[src/rtl/sram_rd_streamer.sv]
// sram_rd_streamer: read-side sequencer for the 16Kx16 packet-buffer SRAM.
// Takes one descriptor (start address, word count) at a time, issues read strobes to an SRAM
// with a fixed 1-cycle read latency, and captures the returned words into a 2-entry skid FIFO.
// The captured words are streamed out on a valid/ready interface with an end-of-packet flag.
//
// Ports:
//   clk_i, rst_i          clock, synchronous active-high reset
//   req_valid_i/ready_o   descriptor handshake; req_addr_i = first word, req_len_i = word count
//   sram_rd_en_o/addr_o   SRAM read strobe and address
//   sram_dout_i           SRAM read data, valid the cycle after sram_rd_en_o
//   out_valid_o/ready_i   output stream handshake; out_data_o word, out_last_o end of packet
//   done_o                one-cycle pulse after the last word handshakes (or after a len=0 accept)
//
// Optional feature: define SRAM_RD_BYPASS_EN to forward sram_dout_i combinationally to the output
// when the FIFO is empty, which saves one cycle of latency.
module sram_rd_streamer #(
  parameter int unsigned ADDR_W = 14,
  parameter int unsigned DATA_W = 16,
  parameter int unsigned LEN_W  = 14
) (
  input  logic              clk_i,
  input  logic              rst_i,
  input  logic              req_valid_i,
  output logic              req_ready_o,
  input  logic [ADDR_W-1:0] req_addr_i,
  input  logic [LEN_W-1:0]  req_len_i,
  output logic              sram_rd_en_o,
  output logic [ADDR_W-1:0] sram_rd_addr_o,
  input  logic [DATA_W-1:0] sram_dout_i,
  output logic              out_valid_o,
  input  logic              out_ready_i,
  output logic [DATA_W-1:0] out_data_o,
  output logic              out_last_o,
  output logic              done_o
);

  typedef enum logic [1:0] {StIdle, StRead, StDrain} state_e;

  state_e            state_q;
  logic [ADDR_W-1:0] addr_q;
  logic [LEN_W-1:0]  rem_q;
  logic              req_ready_q;
  logic              done_q;
  logic              inflight_q;       // a read was issued last cycle; its data is on sram_dout_i
  logic              inflight_last_q;  // that read was the final word of the packet

  logic [DATA_W-1:0] fifo_data_q [2];
  logic [1:0]        fifo_last_q;
  logic              rd_ptr_q;
  logic              wr_ptr_q;
  logic [1:0]        cnt_q;

  logic       fifo_empty;
  logic       pop;
  logic       fifo_pop;
  logic       push;
  logic       issue;
  logic       last_hs;
  logic [2:0] occ_after;

  assign fifo_empty = (cnt_q == 2'd0);

`ifdef SRAM_RD_BYPASS_EN
  logic byp;
  // Returning word goes straight out when nothing older is queued ahead of it.
  assign byp         = fifo_empty && inflight_q;
  assign out_valid_o = !fifo_empty || inflight_q;
  assign out_data_o  = byp ? sram_dout_i : fifo_data_q[rd_ptr_q];
  assign out_last_o  = byp ? inflight_last_q : fifo_last_q[rd_ptr_q];
  assign push        = inflight_q && !(byp && out_ready_i);
`else
  assign out_valid_o = !fifo_empty;
  assign out_data_o  = fifo_data_q[rd_ptr_q];
  assign out_last_o  = fifo_last_q[rd_ptr_q];
  assign push        = inflight_q;
`endif

  assign pop      = out_valid_o && out_ready_i;
  assign fifo_pop = pop && !fifo_empty;
  assign last_hs  = pop && out_last_o;

  // Slots committed after this cycle: queued + in flight - leaving now. pop implies occupancy >= 1.
  assign occ_after = 3'(cnt_q) + 3'(inflight_q) - 3'(pop);
  assign issue     = (state_q == StRead) && (rem_q != '0) && (occ_after < 3'd2);

  assign sram_rd_en_o   = issue;
  assign sram_rd_addr_o = addr_q;
  assign req_ready_o    = req_ready_q;
  assign done_o         = done_q;

  always_ff @(posedge clk_i) begin
    if (rst_i) begin
      state_q         <= StIdle;
      addr_q          <= '0;
      rem_q           <= '0;
      req_ready_q     <= 1'b0;
      done_q          <= 1'b0;
      inflight_q      <= 1'b0;
      inflight_last_q <= 1'b0;
    end else begin
      done_q          <= 1'b0;
      inflight_q      <= issue;
      inflight_last_q <= issue && (rem_q == LEN_W'(1));
      unique case (state_q)
        StIdle: begin
          req_ready_q <= 1'b1;
          if (req_valid_i && req_ready_q) begin
            addr_q <= req_addr_i;
            rem_q  <= req_len_i;
            if (req_len_i != '0) begin
              state_q     <= StRead;
              req_ready_q <= 1'b0;
            end else begin
              done_q <= 1'b1;
            end
          end
        end
        StRead: begin
          if (issue) begin
            addr_q <= addr_q + ADDR_W'(1);  // wraps modulo 2^ADDR_W
            rem_q  <= rem_q - LEN_W'(1);
            if (rem_q == LEN_W'(1)) state_q <= StDrain;
          end
        end
        StDrain: begin
          if (last_hs) begin
            state_q     <= StIdle;
            req_ready_q <= 1'b1;
            done_q      <= 1'b1;
          end
        end
        default: state_q <= StIdle;
      endcase
    end
  end

  always_ff @(posedge clk_i) begin
    if (rst_i) begin
      fifo_data_q[0] <= '0;
      fifo_data_q[1] <= '0;
      fifo_last_q    <= '0;
      rd_ptr_q       <= 1'b0;
      wr_ptr_q       <= 1'b0;
      cnt_q          <= '0;
    end else begin
      if (push) begin
        fifo_data_q[wr_ptr_q] <= sram_dout_i;
        fifo_last_q[wr_ptr_q] <= inflight_last_q;
        wr_ptr_q              <= ~wr_ptr_q;
      end
      if (fifo_pop) rd_ptr_q <= ~rd_ptr_q;
      cnt_q <= cnt_q + {1'b0, push} - {1'b0, fifo_pop};
    end
  end

endmodule

[config.mk]
export PLATFORM = sky130hd
export DESIGN_NAME = sram_rd_streamer
export DESIGN_NICKNAME = d
export VERILOG_FILES = /design/src/rtl/sram_rd_streamer.sv
export SDC_FILE = /design/constraint.sdc
export NUM_CORES = 1
export LEC_CHECK = 0
export BUFFER_PORTS_ARGS = -buffer_cell sky130_fd_sc_hd__buf_2
export CAP_MARGIN = 20
export CORE_ASPECT_RATIO = 0.7
export CORE_MARGIN = 3
export CORE_UTILIZATION = 59
export DETAILED_ROUTE_END_ITERATION = 7
export PLACE_DENSITY = 0.89
export SYNTH_ARGS = -nofsm -noshare
export SYNTH_HDL_FRONTEND = slang
export SYNTH_SLANG_ARGS = --single-unit
[constraint.sdc]
create_clock -name clk_i -period 5.6 [get_ports clk_i]
set_input_delay 0.56 -clock clk_i [delete_from_list [all_inputs] [get_ports clk_i]]
set_output_delay 0.56 -clock clk_i [all_outputs]
set_load 0.005 [all_outputs]
Word-level counts from Yosys, hierarchy flattened
Memories as Yosys holds them, arrays and structs flattened. A register that Yosys moved wholly into a read port is not among the register bits.
Index checks and enable logic that the tools add are counted.
Widths: inputs -> output; s select.
{ "classes": {"add_sub_neg": 6, "order_cmp": 4, "n_eq_ne": 8, "bitwise_logic": 2, "muxes": 34, "reduce_logical": 19} }
{ "op_table": {"columns": ["op", "count"], "rows": [
  ["$mux 14", 4],
  ["$pmux 14 s2", 2],
  ["$reduce_bool 14->1", 2],
  ["$mux 1", 17],
  ["$mux 16", 1],
  ["$reduce_or 16->1", 1],
  ["$add 14x1->14 const B", 1],
  ["$eq 14x1->1 const B", 1],
  ["$sub 14x1->14 const B", 1],
  ["$mux 2", 5],
  ["$logic_and 1x1->1", 8],
  ["$ne 2x2->1 const B", 4],
  ["$pmux 2 s3", 1],
  ["$reduce_and 5->1", 1],
  ["$logic_not 2->1", 2],
  ["$lt 1x2->1 const B", 2],
  ["$pmux 1 s2", 2],
  ["$reduce_bool 2->1", 2],
  ["$add 2x1->3", 1],
  ["$lt 3x2->1 const B", 1],
  ["$reduce_and 3->1", 1],
  ["$sub 3x1->3", 1],
  ["$add 2x1->2", 1],
  ["$bwmux 2", 1],
  ["9 further kinds", 10]
]} }
{ "word_totals": {"word_cells": 85, "register_bits": 40, "ram_bits": 32, "inputBits": 48, "output_inout_bits": 35, "mem_count": 1} }
{ "mem_list": {"columns": ["memory", "words", "word_bits", "rd", "rd_clocked_by_memory_dff", "write_ports", "line", "source"], "rows": [
  ["fifo_data_q", 2, 16, 1, 1, 2, "47", "logic [DATA_W-1:0] fifo_data_q [2];"]
]} }

Longest topological paths before layout
Gate-level depths: netlist of the first run.
{ "depth": {"depth_word": 8, "mapped_depth": 10} }

Worst setup path before layout of the first run
OpenSTA, ideal clock, no wires.
{ "synth_timing": {"kind": "input to output", "from": "input out_ready_i", "to": "output sram_rd_en_o", "n_path_buf": 0, "stages": 8, "arrival_ns": 1.977, "path_slack_ns": 3.063, "t_required_ns": 5.040, "cell_sequence": "o21a_1 ha_1 nand2b_1 fa_1 xnor2_1 and3_1 nand2_1 inv_1"} }
{ "synth_between": {"elab_chain_len": 4} }
{ "synth_rtl": {"columns": ["item", "line", "source"], "rows": [
  ["from (decl)", "31", "input logic out_ready_i,"],
  ["$logic_and 1x1->1", "78", "assign pop = out_valid_o && out_ready_i;"],
  ["$sub 3x1->3", "83", "assign occ_after = 3'(cnt_q) + 3'(inflight_q) - 3'(pop);"],
  ["$lt 3x2->1", "84", "assign issue = (state_q == StRead) && (rem_q != '0) && (occ_after < 3'd2);"],
  ["$logic_and 1x1->1", "84", null],
  ["to (decl)", "27", "output logic sram_rd_en_o,"]
]} }
No other way between the ends.

Worst setup path in the final report of the first run
{ "layout_timing": {"from": "register cnt_q[1]", "to": "output sram_rd_en_o"} }
{ "layout_between": {"elab_chain_len": 6, "elab_cells_between_ends": 7, "cone_classes": "add/sub (2); order compare (1); reduce/logical (4)"} }
{ "layout_rtl": {"columns": ["item", "line", "source"], "rows": [
  ["from (decl)", "51", "logic [1:0] cnt_q;"],
  ["from (signal assigned)", "152", "cnt_q <= cnt_q + {1'b0, push} - {1'b0, fifo_pop};"],
  ["parallel branches: the longest is 3 deep, another holds $add 2x1->3", null, null],
  ["$sub 3x1->3 (*)", "83", null],
  ["$lt 3x2->1 (*)", "84", null],
  ["$logic_and 1x1->1 (*)", "84", null]
]} }
Every way passes the cells marked *.

==> results of run 1 <==
==> flip-flops by register name, summed over array words and instances (netlist names), named ones only <==
name	count
cnt_q	2
done_o	1
fifo_data_q	32
fifo_last_q	2
inflight_last_q	1
inflight_q	1
rd_ptr_q	1
rem_q	14
req_ready_o	1
sram_rd_addr_o	14
state_q	2
wr_ptr_q	1
==> power by group through the flow <==
stage	Combinational [µW]	Sequential [µW]	Clock (µW)
global placement	595	742	0
floorplan	488	713	0
finish	629	740	439
global route	691	754	469
CTS	625	739	443
detailed placement	619	750	0
==> critical path, delay by kind of cell, from the launching register on <==
kind	cells	cell delay [ns]
adders and majority gates	2	0.59
buffers and inverters	2	0.24
and+or+nand+nor	3	0.57
DFF	1	0.47
AOI/OAI and AO/OA	1	0.17
xor gates and xnor gates	1	0.15
==> layout make-up <==
cell class	count	share of cell area [%]
clock inverters	7	1.91
multi-input cells	299	43.0
well taps	78	2.19
repair buffers	83	9.36
clock buffers	9	2.77
flip-flops and latches	73	39.9
inverters	10	0.841
==> logic make-up (layout without fill, tap and decap cells) <==
logic type                 after synthesis  in the layout  synth area share (%)
adders and majority gates                8              8                  2.78
buffers and inverters                   36            109                  4.49
DFF                                     73             73                  46.0
and+or+nand+nor                        172            172                  23.8
AOI/OAI and AO/OA                       96             96                  16.6
xor gates and xnor gates                 6              6                  1.36
muxes                                   17             17                  4.94
==> per-layer routing <==
metal / up-vias / global-route usage [%]
met2: 148 / 38.8
met3: 12 / 7.02
li1: 1608 / -
met1: 1619 / 32.0
met4: 0 / 6.61
met5: - / 0
==> Yosys cell counts, types with 7 or more instances <==
cell and instances:
o21ai_0 12, mux2_2 17, inv_1 10, dfxtp_1 41, and3_1 7, nor3_1 12, nand2_1 49, nand3_1 14
ha_1 7, nor2_1 24, and2_1 35, a21oi_1 32, clkbuf_1 17, edfxtp_1 32
==> worst paths after layout <==
| kind | from | endpoint | slack, ns | depth (start not counted) |
|---|---|---|---|---|
| worst max register to register | cnt_q[1]$_SDFF_PP0_ | sram_rd_addr_o[2]$_SDFFE_PP0P_ | 2.59 | 9 |
| worst min register to register | rem_q[13]$_SDFFE_PP0P_ | rem_q[13]$_SDFFE_PP0P_ | 0.49 | 2 |
| worst max-delay path | cnt_q[1]$_SDFF_PP0_ | sram_rd_en_o | 2.50 | 9 |
| worst min-delay path | req_addr_i[1] | sram_rd_addr_o[1]$_SDFFE_PP0P_ | 0.48 | 3 |
==> per-stage QoR <==
step	hold slack (ns)	setup slack, ns	total power [µW]	cell area (µm²)
CTS	0.469	2.50	1810	4460
global placement	0.446	2.49	1340	4260
global route	0.462	2.32	1910	4460
detailed placement	0.471	2.43	1370	4260
finish	0.476	2.50	1810	4460
floorplan	0.425	3.06	1200	3870
==> summary.txt, run 1 <==
Timing
  – RSZ-0062 raised after global routing: false
  – Fmax: 323 MHz
  – Worst slew pin tran: 0.997 ns
  – Slew Limit Headroom: about a third
  – Endpoints failing hold: 0
  – Post-layout min period: 3.10 ns
  – Endpoints failing setup: 0
  – Fin. max-slew vios: 0
  – Skew final: around 0.0078 ns
  – Tcrit/Tclk final: 55.3%
  – TNS Setup: 0 ns

Routing
  – Post-DRT Antenna Nets: 0
  – DR DRC count: 0
  – Routed length per instance: about 16 µm
  – Met3 wire length: between 700 and 800 µm
  – Wire length on met2: 4370 µm
  – Number of detailed-route iterations in the first pass: 6
  – DRT Wirelength: 9060 µm
  – M1 WL: approximately 3900 µm
  – Uppermost routed layer: met4
  – DR iter-0 viols: approximately 250
  – Via count: between 3000 and 4000
  – DR vias/cell: a little over 6

Floorplanning
  – Row count: 24
  – Starting Density: 61.4%
  – Placeable Area: ~0.0063 mm²
  – Die footprint: approximately 0.0076 mm²
  – Die span in y: 73.8 µm
  – Io pins: 83
  – Die W: 103 µm

Setup path
  – CP peak stage delay: 0.47 ns
  – Slowest CP cell: dfxtp_1
  – Worst setup SP type: register
  – Crit-path max FO: 6
  – Worst EP arrival: 2.54 ns
  – WP data required: 5.04 ns
  – CP cell instances: o21a_1 -> ha_1 -> nand2b_1 -> fa_1 -> xnor2_1 -> and3_1 -> nand2_1 -> inv_1 -> buf_2
  – Crit end category: output pin
  – Kind of critical path: reg2out

Power
  – Switch Pwr: 647 µW
  – Peak VDD IR: around 0.27 mV
  – Leak: approximately 0.0018 µW
  – Comb pwr share: 34.8%
  – Switching share of power: 35.8%
  – Clock share of power: 24.3%
  – Power Density: 405 mW/mm²
  – Reg power frac: 40.9%
  – Pint: 1160 µW

Synth
  – Asr flop ratio synth: 0%
  – Net Count, Synth: 464
  – Post-Synthesis Cells: about 410
  – Mapped cell area: 0.00387 mm²
  – Synth Flop Type: dfxtp_1
  – Most area-hungry cell type in the Yosys netlist: edfxtp_1
  – Mapped Avg Cell Area: around 9.5 µm²
  – Post-synth top area share: 24.8%
  – Post-synth EDFFs: 32
  – Cell variety after synth: 57
  – YS warnings: 0
  – Top cells by area, synth: edfxtp_1, dfxtp_1, and2_1
  – Seq/Total Area, Yosys: between 40% and 50%
  – Number of synthesized register bits: 73

Clock network
  – H-tree levels: 3
  – Setup Buffers After CTS: 0
  – Later-pin clock latency in the skew report: 0.35 ns
  – CTS sink cnt: 73
  – TritonCTS buffer count: 9
  – # hold bufs at CTS: 0
  – TritonCTS clock tree: done
  – Root buffer cell: clkbuf_8
  – Post-CTS Resized: 0
  – Clock transition at the registers of the reported paths: about 0.08 ns
  – Max clock buf depth: 2

Global routing
  – Largest net degree at the start of global routing: 58
  – GRT Total Usage: 24.1%
  – Antenna violations before repair: 0
  – Number of global-route vias before repair: between 3000 and 4000
  – First-pass GRT wire length: 14300 µm
  – Gr ovfl total: 0

Final layout
  – Fillcell total: 490
  – Commonest non-fill, non-tap cell in the layout: buf_2
  – Multi-input logic area: 0.00192 mm²
  – Area grow syn2layout: 15.2%
  – Final core occ: 70.8%
  – Non-filler cells, final: between 500 and 600
  – Register area: 0.00178 mm²
  – Most frequent cells in the layout: buf_2, nand2_1, dfxtp_1
  – Layout cells sized above 1: 28.7%
  – Nets@finish: around 530
  – Antenna Cells: 0

Placement
  – Dpl cells: around 540
  – GPL Wtd Cong: about 0.84
  – DP HPWL: slightly above 6000 µm
  – IO Port Bufs: 82

Min path
  – Worst Hold Class: in2reg

Status
  – Status: complete, no violations

Run
  – Max_cap viols: 0
No activity file was read; power rests on OpenSTA's default activity.
==> inputs of run 2 (changes only) <==
--- a/config.mk
+++ b/config.mk
@@ -9,9 +9,9 @@
 export CAP_MARGIN = 20
 export CORE_ASPECT_RATIO = 0.7
 export CORE_MARGIN = 3
-export CORE_UTILIZATION = 59
+export CORE_UTILIZATION = 49
 export DETAILED_ROUTE_END_ITERATION = 7
-export PLACE_DENSITY = 0.89
+export PLACE_DENSITY = 0.8
 export SYNTH_ARGS = -nofsm -noshare
 export SYNTH_HDL_FRONTEND = slang
 export SYNTH_SLANG_ARGS = --single-unit
==> constraint.sdc (replaced) <==
create_clock -name clk_i -period 2.8 [get_ports clk_i]
set_input_delay 0.28 -clock clk_i [delete_from_list [all_inputs] [get_ports clk_i]]
set_output_delay 0.28 -clock clk_i [all_outputs]
set_load 0.005 [all_outputs]
==> summary.txt, run 2 (same netlist as run 1, synthesis figures left out) <==
Setup path
  – Number of buffers and inverters on the critical path: 2 (unchanged)
  – Slowest CP cell: fa_1
  – Crit-path max FO: 5 (-1)
  – Worst R2R Setup Slack: 0.24 ns (-2.35 ns)
  – Worst setup SP type: register
  – Crit Reg-Reg Endpoint: sram_rd_addr_o[2]$_SDFFE_PP0P_
  – WP data required: 2.52 ns (-2.52 ns)
  – Crit end category: output pin
  – Kind of critical path: reg2out
  – CP peak stage delay: 0.38 ns (-0.09 ns)
  – Worst EP arrival: 2.33 ns (-0.21 ns)
  – R2R depth: 9 (unchanged)
  – Top delay family on crit path: adder cells
  – Reg-to-Reg Start: cnt_q[1]$_SDFF_PP0_
  – CP cell instances: o21a_1 -> ha_1 -> nand2b_1 -> fa_1 -> xnor2_1 -> and3_2 -> nand2_2 -> inv_1 -> buf_2

Routing
  – Via count: 3328 (-1.7%)
  – Post-DRT Antenna Nets: 0 (unchanged)
  – Routed length per instance: 15.4 µm (-5.1%)
  – DR iter-0 viols: 192 (-22%)
  – DR DRC count: 0 (unchanged)
  – DR vias/cell: 5.63 (-7.1%)
  – Number of detailed-route iterations in the first pass: 5 (-1)
  – DRT Wirelength: 9090 µm (+0.32%)

Floorplanning
  – Starting Density: 51.8% (-9.7 points)
  – Placeable Area: 0.00748 mm² (+19%)
  – Die footprint: 0.00903 mm² (+19%)
  – Die W: 112 µm (+9.2%)
  – Row count: 26 (+8.3%)
  – Io pins: 83 (unchanged)
  – Die span in y: 80.4 µm (+8.9%)

Min path
  – WHS Endpoint: sram_rd_addr_o[1]$_SDFFE_PP0P_
  – Worst Hold Class: in2reg
  – Worst hold stages: 3 (unchanged)
  – Hold path start: req_addr_i[1]

Timing
  – Worst slew pin tran: 0.734 ns (-0.263 ns)
  – Post-layout min period: 2.61 ns
  – Fmax: 383 MHz
  – Tcrit/Tclk final: between 90% and 100%
  – Skew final: 0.00531 ns (-0.00253 ns)
  – Endpoints failing hold: 0 (unchanged)
  – Slew Limit Headroom: 51.0% (+17 points)
  – TNS Setup: 0 ns (unchanged)
  – Endpoints failing setup: 0 (unchanged)
  – RSZ-0062 raised after global routing: false
  – Fin. max-slew vios: 0 (unchanged)

Final layout
  – Register area: 0.00178 mm² (unchanged)
  – Most frequent cells in the layout: buf_2, nand2_1, dfxtp_1
  – Layout cells sized above 1: 31.2% (+2.5 points)
  – Max FFs per register: 32 (unchanged)
  – Multi-input logic area: 0.00192 mm² (+0.20%)
  – Fillcell total: 620 (+27%)
  – Non-filler cells, final: 591 (+5.7%)
  – Antenna Cells: 0 (unchanged)
  – Area grow syn2layout: 20.8%
  – Final core occ: 62.5% (-8.3 points)
  – Commonest non-fill, non-tap cell in the layout: buf_2
  – Top reg by flops: fifo_data_q
  – Nets@finish: 544 (+2.3%)

Clock network
  – Clock transition at the registers of the reported paths: 0.06 ns (-0.02 ns)
  – Root buffer cell: clkbuf_16
  – TritonCTS clock tree: done
  – Later-pin clock latency in the skew report: 0.33 ns (-0.02 ns)
  – Max clock buf depth: 2 (unchanged)
  – CTS sink cnt: 73 (unchanged)
  – TritonCTS buffer count: 9 (unchanged)
  – # hold bufs at CTS: 0 (unchanged)
  – Setup Buffers After CTS: 0 (unchanged)
  – H-tree levels: 3 (unchanged)

Power
  – Reg power frac: 36.8% (-4.1 points)
  – Power Density: 851 mW/mm² (+110%)
  – Switching share of power: 34.5% (-1.2 points)
  – Clock share of power: 29.0% (+4.7 points)
  – Comb pwr share: 34.2% (-0.6 points)
  – Pint: 2610 µW (+120%)
  – Peak VDD IR: 0.453 mV (+69%)
  – Switch Pwr: 1370 µW (+110%)
  – Leak: 0.00193 µW (+5.2%)

Placement
  – IO Port Bufs: 82 (unchanged)
  – Dpl cells: 575 (+5.9%)
  – DP HPWL: 6450 µm (+4.4%)
  – GPL Wtd Cong: 0.810 (-3.9%)

Global routing
  – Gr ovfl total: 0 (unchanged)
  – GRT Total Usage: 20.0% (-4.1 points)
  – First-pass GRT wire length: 14500 µm (+1.6%)
  – Largest net degree at the start of global routing: 41 (-29%)
  – Antenna violations before repair: 0 (unchanged)
  – Number of global-route vias before repair: 3077 (-2.6%)

Run
  – Max_cap viols: 0 (unchanged)

Status
  – Status: complete, no violations
==> run 2: changes by cell type in the layout (fill, tap and decap cells not counted), moves of 2 or more <==
cell       previous run  this run
buf_4                 1        13
clkbuf_16             0         9
clkbuf_8              9         0
clkinv_4              0         3
clkinv_1              2         0
clkinv_2              2         0
==> run 2: stage by stage <==
step	hold WS [ns]	instance area, µm²	setup WS (ns)	power, µW
after floorplan	0.425	3870	0.409	2400
after global placement	0.454	4370	0.291	2780
after detailed placement	0.475	4370	0.207	2830
after CTS	0.227	4680	0.0907	3990
after global routing	0.223	4680	0.0546	4230
final	0.240	4680	0.188	3980
==> run 2: what timing repair did <==
item                                   4_1_cts  5_1_grt
gates resized for setup                      0        2
endpoints found under the hold margin        0        0
setup endpoints to repair                    0        1
==> run 2: worst reg2reg max path: stages, from the launching register on <==
cell	delay [ns]
dfxtp_1	0.32
o21a_1	0.19
ha_1	0.28
nand2b_1	0.16
fa_1	0.38
xnor2_1	0.14
and3_2	0.25
a21bo_2	0.35
o21ai_0	0.15
a31o_2	0.26
==> run 2: metal layers <==
| layer | vias up | track usage [%] | routed length [µm] |
|---|---|---|---|
| met5 | - | 0 | 0 |
| li1 | 1633 | - | - |
| met3 | 12 | 5.20 | 603 |
| met4 | 0 | 5.52 | 116 |
| met1 | 1568 | 28.0 | 4320 |
| met2 | 115 | 31.0 | 4050 |
==> run 2: layout make-up <==
| cell class | count | share of cell area, % |
|---|---|---|
| Sequential cell | 73 | 38.1 |
| Multi-Input combinational cell | 299 | 41.1 |
| Tap cell | 98 | 2.62 |
| Clock buffer | 9 | 4.81 |
| Timing Repair Buffer | 95 | 10.9 |
| Clock inverter | 7 | 1.71 |
| Inverter | 10 | 0.802 |
==> run 2: worst max-delay path by stage <==
stage	from	to	slack (ns)	cells past startpoint
global route	cnt_q[0]$_SDFF_PP0_	sram_rd_en_o	0.05	9
finish	cnt_q[1]$_SDFF_PP0_	sram_rd_en_o	0.19	9
detailed placement	out_ready_i	sram_rd_addr_o[2]$_SDFFE_PP0P_	0.21	10
CTS	cnt_q[1]$_SDFF_PP0_	sram_rd_en_o	0.09	9
floorplan	cnt_q[1]$_SDFF_PP0_	sram_rd_addr_o[0]$_SDFFE_PP0P_	0.41	9
global placement	out_ready_i	rem_q[10]$_SDFFE_PP0P_	0.29	10
==> run 2: power by group through the flow <==
stage / sequential [µW] / clock (µW) / combinational [µW]
floorplan: 1430 / 0 / 977
global placement: 1470 / 0 / 1310
detailed placement: 1480 / 0 / 1350
CTS: 1460 / 1170 / 1360
global route: 1490 / 1220 / 1510
finish: 1460 / 1150 / 1360
==> inputs of run 3 (changes only) <==
==> config.mk (replaced) <==
export PLATFORM = sky130hd
export DESIGN_NAME = sram_rd_streamer
export DESIGN_NICKNAME = d
export VERILOG_FILES = /design/src/rtl/sram_rd_streamer.sv
export SDC_FILE = /design/constraint.sdc
export NUM_CORES = 1
export LEC_CHECK = 0
export CAP_MARGIN = 20
export CORE_ASPECT_RATIO = 0.7
export CORE_MARGIN = 3
export CORE_UTILIZATION = 57
export DETAILED_ROUTE_END_ITERATION = 7
export DONT_BUFFER_PORTS = 1
export PLACE_DENSITY = 0.79
export SYNTH_ARGS = -nofsm -noshare
export SYNTH_HDL_FRONTEND = slang
export SYNTH_SLANG_ARGS = --single-unit
==> summary.txt, run 3 (same netlist as run 1, synthesis figures left out) <==
Final layout
  – Most frequent cells in the layout: nand2_1, dfxtp_1, and2_1
  – Area grow syn2layout: 6.43%
  – Nets@finish: 459 (-16%)
  – Finished Cell Area: 0.00412 mm² (-12%)
  – Antenna Cells: 0 (unchanged)
  – Layout cells sized above 1: 15.4% (-16 points)
  – Commonest non-fill, non-tap cell in the layout: nand2_1
  – Max FFs per register: 32 (unchanged)
  – Top reg by flops: fifo_data_q

Placement
  – Placed cell area: 0.00392 mm² (-10%)
  – DP HPWL: 5800 µm (-10%)
  – GPL Wtd Cong: 0.876 (+8.2%)
  – IO Port Bufs: 0 (-100%)

Setup path
  – Slowest CP cell: fa_1
  – CP peak stage delay: 0.38 ns (about the same)
  – WP data required: 2.52 ns (about the same)
  – Top delay family on crit path: adder cells
  – Number of buffers and inverters on the critical path: 1 (-1)
  – Crit-path max FO: 5 (unchanged)
  – Worst setup SP type: register
  – Crit end category: output pin
  – Kind of critical path: reg2out
  – Worst EP arrival: 2.32 ns (about the same)
  – CP cell instances: o21a_1 -> ha_1 -> nand2b_1 -> fa_1 -> xnor2_1 -> and3_1 -> nand2_1 -> inv_1

Timing
  – Endpoints failing setup: 0 (unchanged)
  – Fin. max-slew vios: 0 (unchanged)
  – Tcrit/Tclk final: 92.8% (-0.48 points)
  – Post-layout min period: 2.60 ns (-0.0135 ns)
  – RSZ-0062 raised after global routing: false
  – Worst slew pin tran: 0.903 ns (+0.170 ns)
  – Fmax: 385 MHz (+0.52%)
  – TNS Setup: 0 ns (unchanged)
  – Endpoints failing hold: 0 (unchanged)
  – Skew final: 0.00818 ns (+0.00287 ns)
  – Slew Limit Headroom: 39.8% (-11 points)

Run
  – Max_cap viols: 0 (unchanged)

Global routing
  – Largest net degree at the start of global routing: 52 (+27%)
  – First-pass GRT wire length: 13800 µm (-4.7%)
  – GRT Total Usage: 22.4% (+2.4 points)
  – Number of global-route vias before repair: 2743 (-11%)
  – Gr ovfl total: 0 (unchanged)
  – Antenna violations before repair: 0 (unchanged)

Clock network
  – Root buffer cell: clkbuf_8
  – H-tree levels: 3 (unchanged)
  – TritonCTS clock tree: done
  – Max clock buf depth: 2 (unchanged)
  – Post-CTS Resized: 0 (unchanged)
  – CTS sink cnt: 73 (unchanged)
  – Clock transition at the registers of the reported paths: 0.08 ns (+0.02 ns)
  – Later-pin clock latency in the skew report: 0.34 ns (about the same)
  – TritonCTS buffer count: 9 (unchanged)

Floorplanning
  – Starting Density: 60.6% (+8.8 points)
  – Row count: 24 (-7.7%)
  – Io pins: 83 (unchanged)
  – Die W: 105 µm (-6.9%)
  – Placeable Area: 0.00640 mm² (-15%)
  – Die span in y: 75.0 µm (-6.7%)
  – Die footprint: 0.00784 mm² (-13%)

Routing
  – DR iter-0 viols: 160 (-17%)
  – DR vias/cell: 5.96 (+5.8%)
  – Via count: 2974 (-11%)
  – Post-DRT Antenna Nets: 0 (unchanged)
  – DR DRC count: 0 (unchanged)
  – Routed length per instance: 17.2 µm (+12%)
  – DRT Wirelength: 8590 µm (-5.5%)
  – Number of detailed-route iterations in the first pass: 4 (-1)

Min path
  – Worst Hold Class: in2reg

Power
  – Power Density: 814 mW/mm² (-4.3%)
  – Peak VDD IR: 0.368 mV (-19%)
  – Leak: 0.00151 µW (-22%)

Status
  – Status: complete, no violations
==> run 3: path summary, 6_finish.rpt <==
path | slack [ns] | start | depth (start not counted) | end
hold / removal | 0.03 | rst_i | 1 | done_o$_SDFF_PP0_
hold reg to reg | 0.48 | inflight_last_q$_SDFF_PP0_ | 2 | fifo_last_q[0]$_SDFFE_PP0P_
setup reg to reg | 0.20 | cnt_q[0]$_SDFF_PP0_ | 9 | rem_q[10]$_SDFFE_PP0P_
setup / recovery | 0.20 | cnt_q[0]$_SDFF_PP0_ | 8 | sram_rd_en_o
==> run 3: routing by layer <==
| layer | vias up | global-route usage [%] | share of wire (%) |
|---|---|---|---|
| met5 | - | 0 | 0 |
| li1 | 1458 | - | - |
| met4 | 0 | 6.49 | 0.91 |
| met1 | 1402 | 30.4 | 47 |
| met2 | 107 | 34.4 | 43 |
| met3 | 7 | 7.88 | 8.5 |
==> run 3: report_power, final <==
group	total [µW]	switching (µW)	internal (µW)
clock	704	389	315
combinational	1170	656	516
sequential	1480	199	1280
==> run 3: stage by stage <==
stage                     instances  util, %  worst slack [ns]  total power, µW  hold slack (ns)
final                           499     64.5             0.201             3350           0.0324
after global routing            499     64.5         0.0000302             3600          0.00109
after CTS                       498     64.3             0.163             3370          0.00171
after detailed placement        480     61.3             0.225             2650            0.353
after global placement          480     61.3             0.272             2620            0.351
after floorplan                 408        -             0.409             2400            0.425
==> run 3: what timing repair did <==
action,4_1_cts,5_1_grt
hold buffers,2,1
buffers inserted,0,0
hold endpoints to repair,25,2
==> run 3: cell type report <==
| cell class | count | area, µm² |
|---|---|---|
| Fill cell | 541 | 2270 |
| Multi-Input combinational cell | 299 | 1920 |
| Sequential cell | 73 | 1780 |
| Clock buffer | 10 | 128 |
| Tap cell | 91 | 114 |
| Timing Repair Buffer | 10 | 105 |
| Inverter | 10 | 37.5 |
| Clock inverter | 6 | 36.3 |
